File: src/rtl/gcd_lcm_unit_if.sv
// Request/response bundle between the execute stage and the gcd/lcm unit.
// The stage drives Start, OpLcm and the operands. The unit returns Busy (stall), Done, Result and Overflow.
interface gcd_lcm_unit_if #(
    parameter int WIDTH = 32
);
    logic             Start;
    logic             OpLcm;
    logic [WIDTH-1:0] SrcA;
    logic [WIDTH-1:0] SrcB;
    logic             Busy;
    logic             Done;
    logic [WIDTH-1:0] Result;
    logic             Overflow;

    modport master (
        output Start, OpLcm, SrcA, SrcB,
        input  Busy, Done, Result, Overflow
    );

    modport slave (
        input  Start, OpLcm, SrcA, SrcB,
        output Busy, Done, Result, Overflow
    );
endinterface

File: src/rtl/gcd_lcm_unit.sv
// Iterative gcd (subtractive) / lcm (additive) unit: Done comes RUN cycles + 1 edges after accept, or 1 edge for a zero operand.
// Busy stalls the pipeline and Start is ignored outside IDLE. Defining GCDLCM_TIMEOUT_EN adds a MAX_ITER iteration limit.
module gcd_lcm_unit #(
    parameter int WIDTH    = 32,
    parameter int MAX_ITER = 65535
) (
    input  logic           clk,
    input  logic           reset_n,
    gcd_lcm_unit_if.slave  io_if
);

    typedef enum logic [1:0] {
        S_IDLE = 2'd0,
        S_RUN  = 2'd1,
        S_DONE = 2'd2
    } state_t;

    state_t           r_state;
    state_t           w_state_nxt;

    logic [WIDTH-1:0] r_x;
    logic [WIDTH-1:0] r_y;
    logic [WIDTH-1:0] r_a;
    logic [WIDTH-1:0] r_b;
    logic             r_mode;
    logic [WIDTH-1:0] r_result;
    logic             r_ovf;

    logic [WIDTH-1:0] w_x_nxt;
    logic [WIDTH-1:0] w_y_nxt;
    logic [WIDTH-1:0] w_a_nxt;
    logic [WIDTH-1:0] w_b_nxt;
    logic             w_mode_nxt;
    logic [WIDTH-1:0] w_result_nxt;
    logic             w_ovf_nxt;

    // One extra bit so a carry out of the multiple accumulators flags lcm overflow.
    logic [WIDTH:0]   w_sum_x;
    logic [WIDTH:0]   w_sum_y;
    logic             w_zero_op;

    assign w_sum_x   = {1'b0, r_x} + {1'b0, r_a};
    assign w_sum_y   = {1'b0, r_y} + {1'b0, r_b};
    assign w_zero_op = (io_if.SrcA == '0) || (io_if.SrcB == '0);

`ifdef GCDLCM_TIMEOUT_EN
    localparam logic [15:0] MAX_CNT = 16'(MAX_ITER);

    logic [15:0] r_cnt;
    logic [15:0] w_cnt_nxt;
    logic [15:0] w_cnt_inc;

    assign w_cnt_inc = r_cnt + 16'd1;
`else
    logic [15:0] w_unused_cfg;

    assign w_unused_cfg = 16'(MAX_ITER);
`endif

    always_ff @(posedge clk or negedge reset_n) begin
        if (!reset_n) begin
            r_state <= S_IDLE;
        end else begin
            r_state <= w_state_nxt;
        end
    end

    always_comb begin
        w_state_nxt  = r_state;
        w_x_nxt      = r_x;
        w_y_nxt      = r_y;
        w_a_nxt      = r_a;
        w_b_nxt      = r_b;
        w_mode_nxt   = r_mode;
        w_result_nxt = r_result;
        w_ovf_nxt    = r_ovf;
`ifdef GCDLCM_TIMEOUT_EN
        w_cnt_nxt    = r_cnt;
`endif

        unique case (r_state)
            S_IDLE: begin
                if (io_if.Start) begin
                    w_x_nxt    = io_if.SrcA;
                    w_y_nxt    = io_if.SrcB;
                    w_a_nxt    = io_if.SrcA;
                    w_b_nxt    = io_if.SrcB;
                    w_mode_nxt = io_if.OpLcm;
                    w_ovf_nxt  = 1'b0;
`ifdef GCDLCM_TIMEOUT_EN
                    w_cnt_nxt  = 16'd0;
`endif
                    if (w_zero_op) begin
                        // gcd with a zero operand is the other operand; lcm is zero.
                        if (io_if.OpLcm) begin
                            w_result_nxt = '0;
                        end else if (io_if.SrcA == '0) begin
                            w_result_nxt = io_if.SrcB;
                        end else begin
                            w_result_nxt = io_if.SrcA;
                        end
                        w_state_nxt = S_DONE;
                    end else begin
                        w_state_nxt = S_RUN;
                    end
                end
            end

            S_RUN: begin
`ifdef GCDLCM_TIMEOUT_EN
                w_cnt_nxt = w_cnt_inc;
`endif
                if (r_x == r_y) begin
                    w_result_nxt = r_x;
                    w_state_nxt  = S_DONE;
                end else if (!r_mode) begin
                    if (r_x > r_y) begin
                        w_x_nxt = r_x - r_y;
                    end else begin
                        w_y_nxt = r_y - r_x;
                    end
                end else if (r_x < r_y) begin
                    if (w_sum_x[WIDTH]) begin
                        w_result_nxt = '0;
                        w_ovf_nxt    = 1'b1;
                        w_state_nxt  = S_DONE;
                    end else begin
                        w_x_nxt = w_sum_x[WIDTH-1:0];
                    end
                end else begin
                    if (w_sum_y[WIDTH]) begin
                        w_result_nxt = '0;
                        w_ovf_nxt    = 1'b1;
                        w_state_nxt  = S_DONE;
                    end else begin
                        w_y_nxt = w_sum_y[WIDTH-1:0];
                    end
                end
`ifdef GCDLCM_TIMEOUT_EN
                // A step that lands on equality still completes normally.
                if ((r_x != r_y) && (w_cnt_inc == MAX_CNT)) begin
                    w_result_nxt = '0;
                    w_ovf_nxt    = 1'b1;
                    w_state_nxt  = S_DONE;
                end
`endif
            end

            S_DONE: begin
                w_state_nxt = S_IDLE;
            end

            default: begin
                w_state_nxt = S_IDLE;
            end
        endcase
    end

    always_ff @(posedge clk or negedge reset_n) begin
        if (!reset_n) begin
            r_x      <= '0;
            r_y      <= '0;
            r_a      <= '0;
            r_b      <= '0;
            r_mode   <= 1'b0;
            r_result <= '0;
            r_ovf    <= 1'b0;
`ifdef GCDLCM_TIMEOUT_EN
            r_cnt    <= 16'd0;
`endif
        end else begin
            r_x      <= w_x_nxt;
            r_y      <= w_y_nxt;
            r_a      <= w_a_nxt;
            r_b      <= w_b_nxt;
            r_mode   <= w_mode_nxt;
            r_result <= w_result_nxt;
            r_ovf    <= w_ovf_nxt;
`ifdef GCDLCM_TIMEOUT_EN
            r_cnt    <= w_cnt_nxt;
`endif
        end
    end

    assign io_if.Busy     = (r_state == S_RUN);
    assign io_if.Done     = (r_state == S_DONE);
    assign io_if.Result   = r_result;
    assign io_if.Overflow = r_ovf;

endmodule

File: src/flat_wrapper.sv
// flat-port wrapper written by rule: the top's interface ports become plain ports
module gcd_lcm_unit_flat 
#(
    parameter int WIDTH    = 32,
    parameter int MAX_ITER = 65535
)
  (clk, reset_n, io_if_Start, io_if_OpLcm, io_if_SrcA, io_if_SrcB, io_if_Busy, io_if_Done, io_if_Result, io_if_Overflow);
  gcd_lcm_unit_if #(.WIDTH(WIDTH)) io_if_i ();
  input  logic clk;
  input  logic reset_n;
  input wire logic [$bits(io_if_i.Start)-1:0] io_if_Start;
  input wire logic [$bits(io_if_i.OpLcm)-1:0] io_if_OpLcm;
  input wire logic [$bits(io_if_i.SrcA)-1:0] io_if_SrcA;
  input wire logic [$bits(io_if_i.SrcB)-1:0] io_if_SrcB;
  output wire logic [$bits(io_if_i.Busy)-1:0] io_if_Busy;
  output wire logic [$bits(io_if_i.Done)-1:0] io_if_Done;
  output wire logic [$bits(io_if_i.Result)-1:0] io_if_Result;
  output wire logic [$bits(io_if_i.Overflow)-1:0] io_if_Overflow;
  assign io_if_i.Start = io_if_Start;
  assign io_if_i.OpLcm = io_if_OpLcm;
  assign io_if_i.SrcA = io_if_SrcA;
  assign io_if_i.SrcB = io_if_SrcB;
  assign io_if_Busy = io_if_i.Busy;
  assign io_if_Done = io_if_i.Done;
  assign io_if_Result = io_if_i.Result;
  assign io_if_Overflow = io_if_i.Overflow;
  gcd_lcm_unit #(.WIDTH(WIDTH), .MAX_ITER(MAX_ITER)) u_core (.clk(clk), .reset_n(reset_n), .io_if(io_if_i));
endmodule
File: config.mk
export PLATFORM = sky130hd
export DESIGN_NAME = gcd_lcm_unit_flat
export DESIGN_NICKNAME = d
export VERILOG_FILES = /design/src/rtl/gcd_lcm_unit_if.sv /design/src/rtl/gcd_lcm_unit.sv /design/src/flat_wrapper.sv
export SDC_FILE = /design/constraint.sdc
export NUM_CORES = 1
export LEC_CHECK = 0
export CAP_MARGIN = 20
export CORE_UTILIZATION = 50
export DETAILED_ROUTE_END_ITERATION = 10
export PLACE_DENSITY = 0.69
export SYNTH_ARGS = -nofsm -noshare
export SYNTH_HDL_FRONTEND = slang
export SYNTH_SLANG_ARGS = --single-unit
File: constraint.sdc
create_clock -name clk -period 4.5 [get_ports clk]
set_input_delay 0.9 -clock clk [delete_from_list [all_inputs] [get_ports clk]]
set_output_delay 0.9 -clock clk [all_outputs]
set_load 0.05 [all_outputs]
; ---- Word-level counts from Yosys, hierarchy flattened
; Cells that the tools add are included.
; Widths: inputs -> output; s select.
[op_classes]
n_addsub = 4
order_cmp = 2
n_eq_ne = 18
muxes = 39
reduce_logical = 11
[op_table]
columns = operator, count
row1 = $mux 32, 21
row2 = $pmux 32 s2, 3
row3 = $add 32x32->33, 2
row4 = $logic_not 32->1, 2
row5 = $sub 32x32->32, 2
row6 = $eq 32x32->1, 1
row7 = $gt 32x32->1, 1
row8 = $lt 32x32->1, 1
row9 = $reduce_and 6->1, 4
row10 = $mux 2, 7
row11 = $ne 3x3->1 const B, 4
row12 = $ne 3x1->1 const B, 3
row13 = $mux 1, 6
row14 = $ne 3x2->1 const B, 2
row15 = $ne 2x1->1 const B, 2
row16 = $ne 2x2->1 const B, 2
row17 = $ne 4x1->1 const B, 1
row18 = $ne 4x2->1 const B, 1
row19 = $pmux 2 s2, 1
row20 = $reduce_and 4->1, 1
row21 = $eq 2x1->1 const B, 1
row22 = $eq 2x2->1 const B, 1
row23 = $logic_not 2->1, 1
row24 = $pmux 1 s2, 1
row25 = 3 further kinds, 3
[totals]
ff_bits = 164
out_inout_bits = 35

; ---- Logic depth before layout (Yosys ltp)
[depth]
word_depth = 6
ltp_mapped = 14
depth_no_buf = 12

; ---- Worst setup path after synthesis
; OpenSTA, ideal clock, no wires.
[synth_path]
path_type = reg-to-reg
startpoint = register u_core.r_y[0]
endpoint = register u_core.r_result[10], in the netlist u_core.io_if.Result[10]
setup_ns = 0.125
arrival_ns = 3.199
required_time_ns = 4.375
slack_ns = 1.176
stages_incl_launch_ff = 14
path_buffers = 1
synth_period_minus_slack_ns = 3.324
cell_sequence = dfrtp_1 ha_1 inv_1 fa_1 nand2b_1 a211oi_1 o311a_1 o21ai_2 a211oi_1 a2111oi_1 o21bai_2 o21ai_2 buf_6 mux2_2
[synth_between]
elab_chain_cells = 5
elab_cells_between_ends = 11
[synth_lines]
columns = element, line
row1 = start: declaration, gcd_lcm_unit.sv:22  ; logic [WIDTH-1:0] r_y;
row2 = start signal: assignment, gcd_lcm_unit.sv:173  ; r_y <= w_y_nxt;
row3 = $lt 32x32->1, gcd_lcm_unit.sv:122  ; end else if (r_x < r_y) begin
row4 = $mux 32, gcd_lcm_unit.sv:122
row5 = $mux 32, gcd_lcm_unit.sv:116  ; end else if (!r_mode) begin
row6 = $mux 32, gcd_lcm_unit.sv:113  ; if (r_x == r_y) begin
row7 = $pmux 32 s2, gcd_lcm_unit.sv:81  ; unique case (r_state)
row8 = end signal: assignment, gcd_lcm_unit.sv:177  ; r_result <= w_result_nxt;
row9 = end: declaration, gcd_lcm_unit.sv:26  ; logic [WIDTH-1:0] r_result;
; Parallel ways exist; a longest one is shown, timed or not. The select of a mux whose other input is x is not followed.
; A chain may end at the register's enable or synchronous reset.

; ---- Final worst setup path
[layout_path]
startpoint = register u_core.r_x[1]
endpoint = register u_core.r_y[0]
[layout_between]
elab_chain_cells = 3
elab_cells_between_ends = 7
[layout_lines]
columns = element, line
row1 = start: declaration, gcd_lcm_unit.sv:21  ; logic [WIDTH-1:0] r_x;
row2 = start signal: assignment, gcd_lcm_unit.sv:172  ; r_x <= w_x_nxt;
row3 = "$gt 32x32->1, or another cell as far along", gcd_lcm_unit.sv:117  ; if (r_x > r_y) begin
row4 = "$ne 3x2->1 (no source line), or another cell as far along", n/a
row5 = $reduce_and 6->1 (no source line) (*), n/a
; Mark *: on every way between the ends. The rest lies on a longest branch, timed or not.

==> results.yml <==
outcome:
  status: "finished, final reports clean"
global_routing:
  initial_antenna_violation_count: 0
  grt.met1_usage_pct: 54.5
  grt.overflow.total: 0
  grtUsageMet3_pct: 7.77
  globalRouteTotalUtil_pct: 36.6
  grt_util_met2_pct: 52.6
  grt_first_pass_wirelength_um: 86100
  grt_start_max_net_pins: 88
  grt.busiest_layer: "met1"
  first_global_vias: 14500
yosys:
  count_of_cell_types_in_the_netlist: 87
  synth.yosys.warnings: 0
  syn_nets: 2150
  synthesis.instances: 1951
  synth.avg_cell_area_sq_um: 7.78
  synthesis.area_sq_um: 15200
  ys_seq_area_share_pct: 27.0
  async_set_or_reset_register_ratio_after_synthesis_pct: 100
  postSynthRegisterBits: 164
  postSynth.topFlopCell: "sky130_fd_sc_hd__dfrtp_1"
  synth-edff-count: 0
critical_path:
  worst_setup_path_end_kind: "flip-flop"
  worstSetupStartpointType: "flip-flop"
  critical_path_peak_fanout: 48
  worst-setup-path-type: "flip-flop to flip-flop"
  required_time_worst_endpoint_ps: 4830
  crit_arrival_ps: 4560
place:
  portBuffers: 102
  gp_congestion: 0.999
  dp_hpwl_um: 42600
  placed_area_sq_um: 16600
  placement.setup.worst_slack_ps: 245
route:
  route.vias.total: 15300
  postRouteWirelength_um: 55700
  route.detailed.drc: 0
  dr_pass1_iterations: 6
  drt-initial-drc-count: 1822
  avgRoutedWirePerCell_um: 23.1
  postRouteAntennaNets: 0
  route.detailed.vias_per_inst: 6.36
sta:
  worstMarginPinSlew_ps: 1080
  setup_violations: 0
  postLayoutSetupSlackWorst_ps: 268
  finalMaxSlewViolations: 0
  achievable-frequency_mhz: 236
  hold_worst_slack_ps: 487
  totalNegativeSetupSlack_ps: 0
  hold_violations: 0
  fin_crit_sh_pct: 94.1
  unrepaired_setup_endpoints_after_global_routing: "false"
  skew_ps: 14.8
  finalCriticalPeriod_ps: 4230
  max_slew_margin_pct: 28.0
clock_tree:
  cts_hold_buf: 0
  largest_buffer_count_on_any_clock_path: 2
  cts_inserted_buffers: 17
  tritoncts: "yes"
  cts_root_buffer: "sky130_fd_sc_hd__clkbuf_16"
  clock_insertion_delay_worst_skew_ps: 470
  clock_tree.htree_level_count: 4
  cts_sinks: 164
  clk_pin_slew_worst_paths_ps: 80
  post_cts_resized: 0
  postCtsSetupRepairBufs: 0
finish:
  design.final.nets: 2207
  fin_area_sq_um: 17200
  area_growth_pct: 13.6
  fraction_of_layout_cells_with_a_size_suffix_above_1_pct: 8.26
  antenna_cells: 0
die:
  placeable_core_region_sq_um: 29700
  die_width_um: 176
  boundaryPins: 103
  row_count: 63
  fp.dieArea_sq_um: 31000
  die_height_um: 176
  start_util_pct: 51.1
job:
  timing.max_cap.violations: 0
hold_path:
  hold_path_class: "flip-flop to flip-flop"
## state kept, by name, summed over array words and instances, names as in the netlist
signal                 flops
u_core.r_a                32
u_core.io_if.Overflow      1
u_core.r_mode              1
u_core.r_y                32
u_core.io_if.Result       32
u_core.r_b                32
u_core.r_x                32
u_core.r_state             2
## cell usage in the layout, fill, tap and decap left out, types with 47 or more instances in the layout
cell type	instances
sky130_fd_sc_hd__clkdlybuf4s50_1	101
sky130_fd_sc_hd__nor2_1	117
sky130_fd_sc_hd__a21o_1	57
sky130_fd_sc_hd__o21ai_0	148
sky130_fd_sc_hd__inv_1	90
sky130_fd_sc_hd__buf_4	47
sky130_fd_sc_hd__a21oi_1	182
sky130_fd_sc_hd__ha_1	127
sky130_fd_sc_hd__xnor2_1	53
sky130_fd_sc_hd__dfrtp_1	163
sky130_fd_sc_hd__nand2_1	353
## metrics by stage
stage	instances	utilization, %
floorplan	1951	-
CTS	2410	57.9
global route	2411	58.0
finish	2411	58.0
global placement	2378	55.9
detailed placement	2378	55.9
## synthesized netlist by cell type (all sizes together), types with 8 or more instances
master,n,area share (%)
nor3,21,0.77
mux2,40,3.0
o21a,14,0.69
a211oi,43,2.2
nand2b,18,0.74
a21o,57,2.8
and3,13,0.54
xor2,33,1.9
o211ai,16,0.79
a211o,8,0.46
a31oi,18,0.74
ha,127,10
dfrtp,164,27
nor2b,18,0.74
mux2i,11,0.73
buf,35,1.5
nand4,31,1.3
nand3,27,0.92
nor4,21,0.87
o221ai,14,0.85
clkbuf,80,2.0
nand2,355,8.8
o21ai,152,5.1
xnor2,53,3.1
and2,12,0.51
nor2,120,3.0
or3,11,0.45
inv,91,2.3
a21oi,184,6.1
o31a,9,0.52
o31ai,28,1.4
o21bai,25,1.3
## critical path: stages (launching register included)
cell and delay [ps]:
sky130_fd_sc_hd__dfrtp_1 510, sky130_fd_sc_hd__inv_1 200, sky130_fd_sc_hd__fa_1 430, sky130_fd_sc_hd__nor2b_1 220, sky130_fd_sc_hd__o31a_1 250, sky130_fd_sc_hd__o211ai_1 210
sky130_fd_sc_hd__a21oi_2 250, sky130_fd_sc_hd__nor3_4 90, sky130_fd_sc_hd__a2111oi_1 790, sky130_fd_sc_hd__o221ai_4 350, sky130_fd_sc_hd__buf_4 420, sky130_fd_sc_hd__a211oi_1 270
sky130_fd_sc_hd__a21oi_1 70
## routing by layer
metal / vias up / part of all wire [%]
met2: 813 / 41
met3: 95 / 11
met1: 7299 / 46
li1: 7128 / -
met5: - / 0
met4: 0 / 2.4
## kinds of logic after synthesis
family	after synthesis	synth area share [%]
flip-flops	164	27.0
AO/OA/AOI/OAI	645	27.9
XOR/XNOR	86	4.96
buffers and inverters	206	5.70
AND/OR/NAND/NOR	668	19.7
multiplexers	51	3.69
adder cells (fa/ha/maj)	131	11.0
## final cells by class
type	count	area [sq um]
clock buffer	17	425
clock inverter	15	181
fill	2766	12500
inverter	91	342
multi-input combinational	1581	10200
sequential	164	4110
tap	390	488
timing repair buffer	153	1460
## worst paths after layout
path	startpoint	end	slack [ps]	cells after the start
max reg2reg	u_core.r_x[1]$_DFFE_PN0P_	u_core.r_y[0]$_DFFE_PN0P_	270	12
min in group asynchronous	reset_n	u_core.r_a[2]$_DFFE_PN0P_	510	1
min	u_core.r_b[5]$_DFFE_PN0P_	u_core.r_b[5]$_DFFE_PN0P_	490	2
max	u_core.r_x[1]$_DFFE_PN0P_	u_core.r_y[0]$_DFFE_PN0P_	270	12
max in group asynchronous	reset_n	u_core.r_b[30]$_DFFE_PN0P_	3060	2
min reg2reg	u_core.r_b[5]$_DFFE_PN0P_	u_core.r_b[5]$_DFFE_PN0P_	490	2
Power is not shown: default switching activity piles up to over one toggle a cycle in this logic, so the estimate is an artifact.
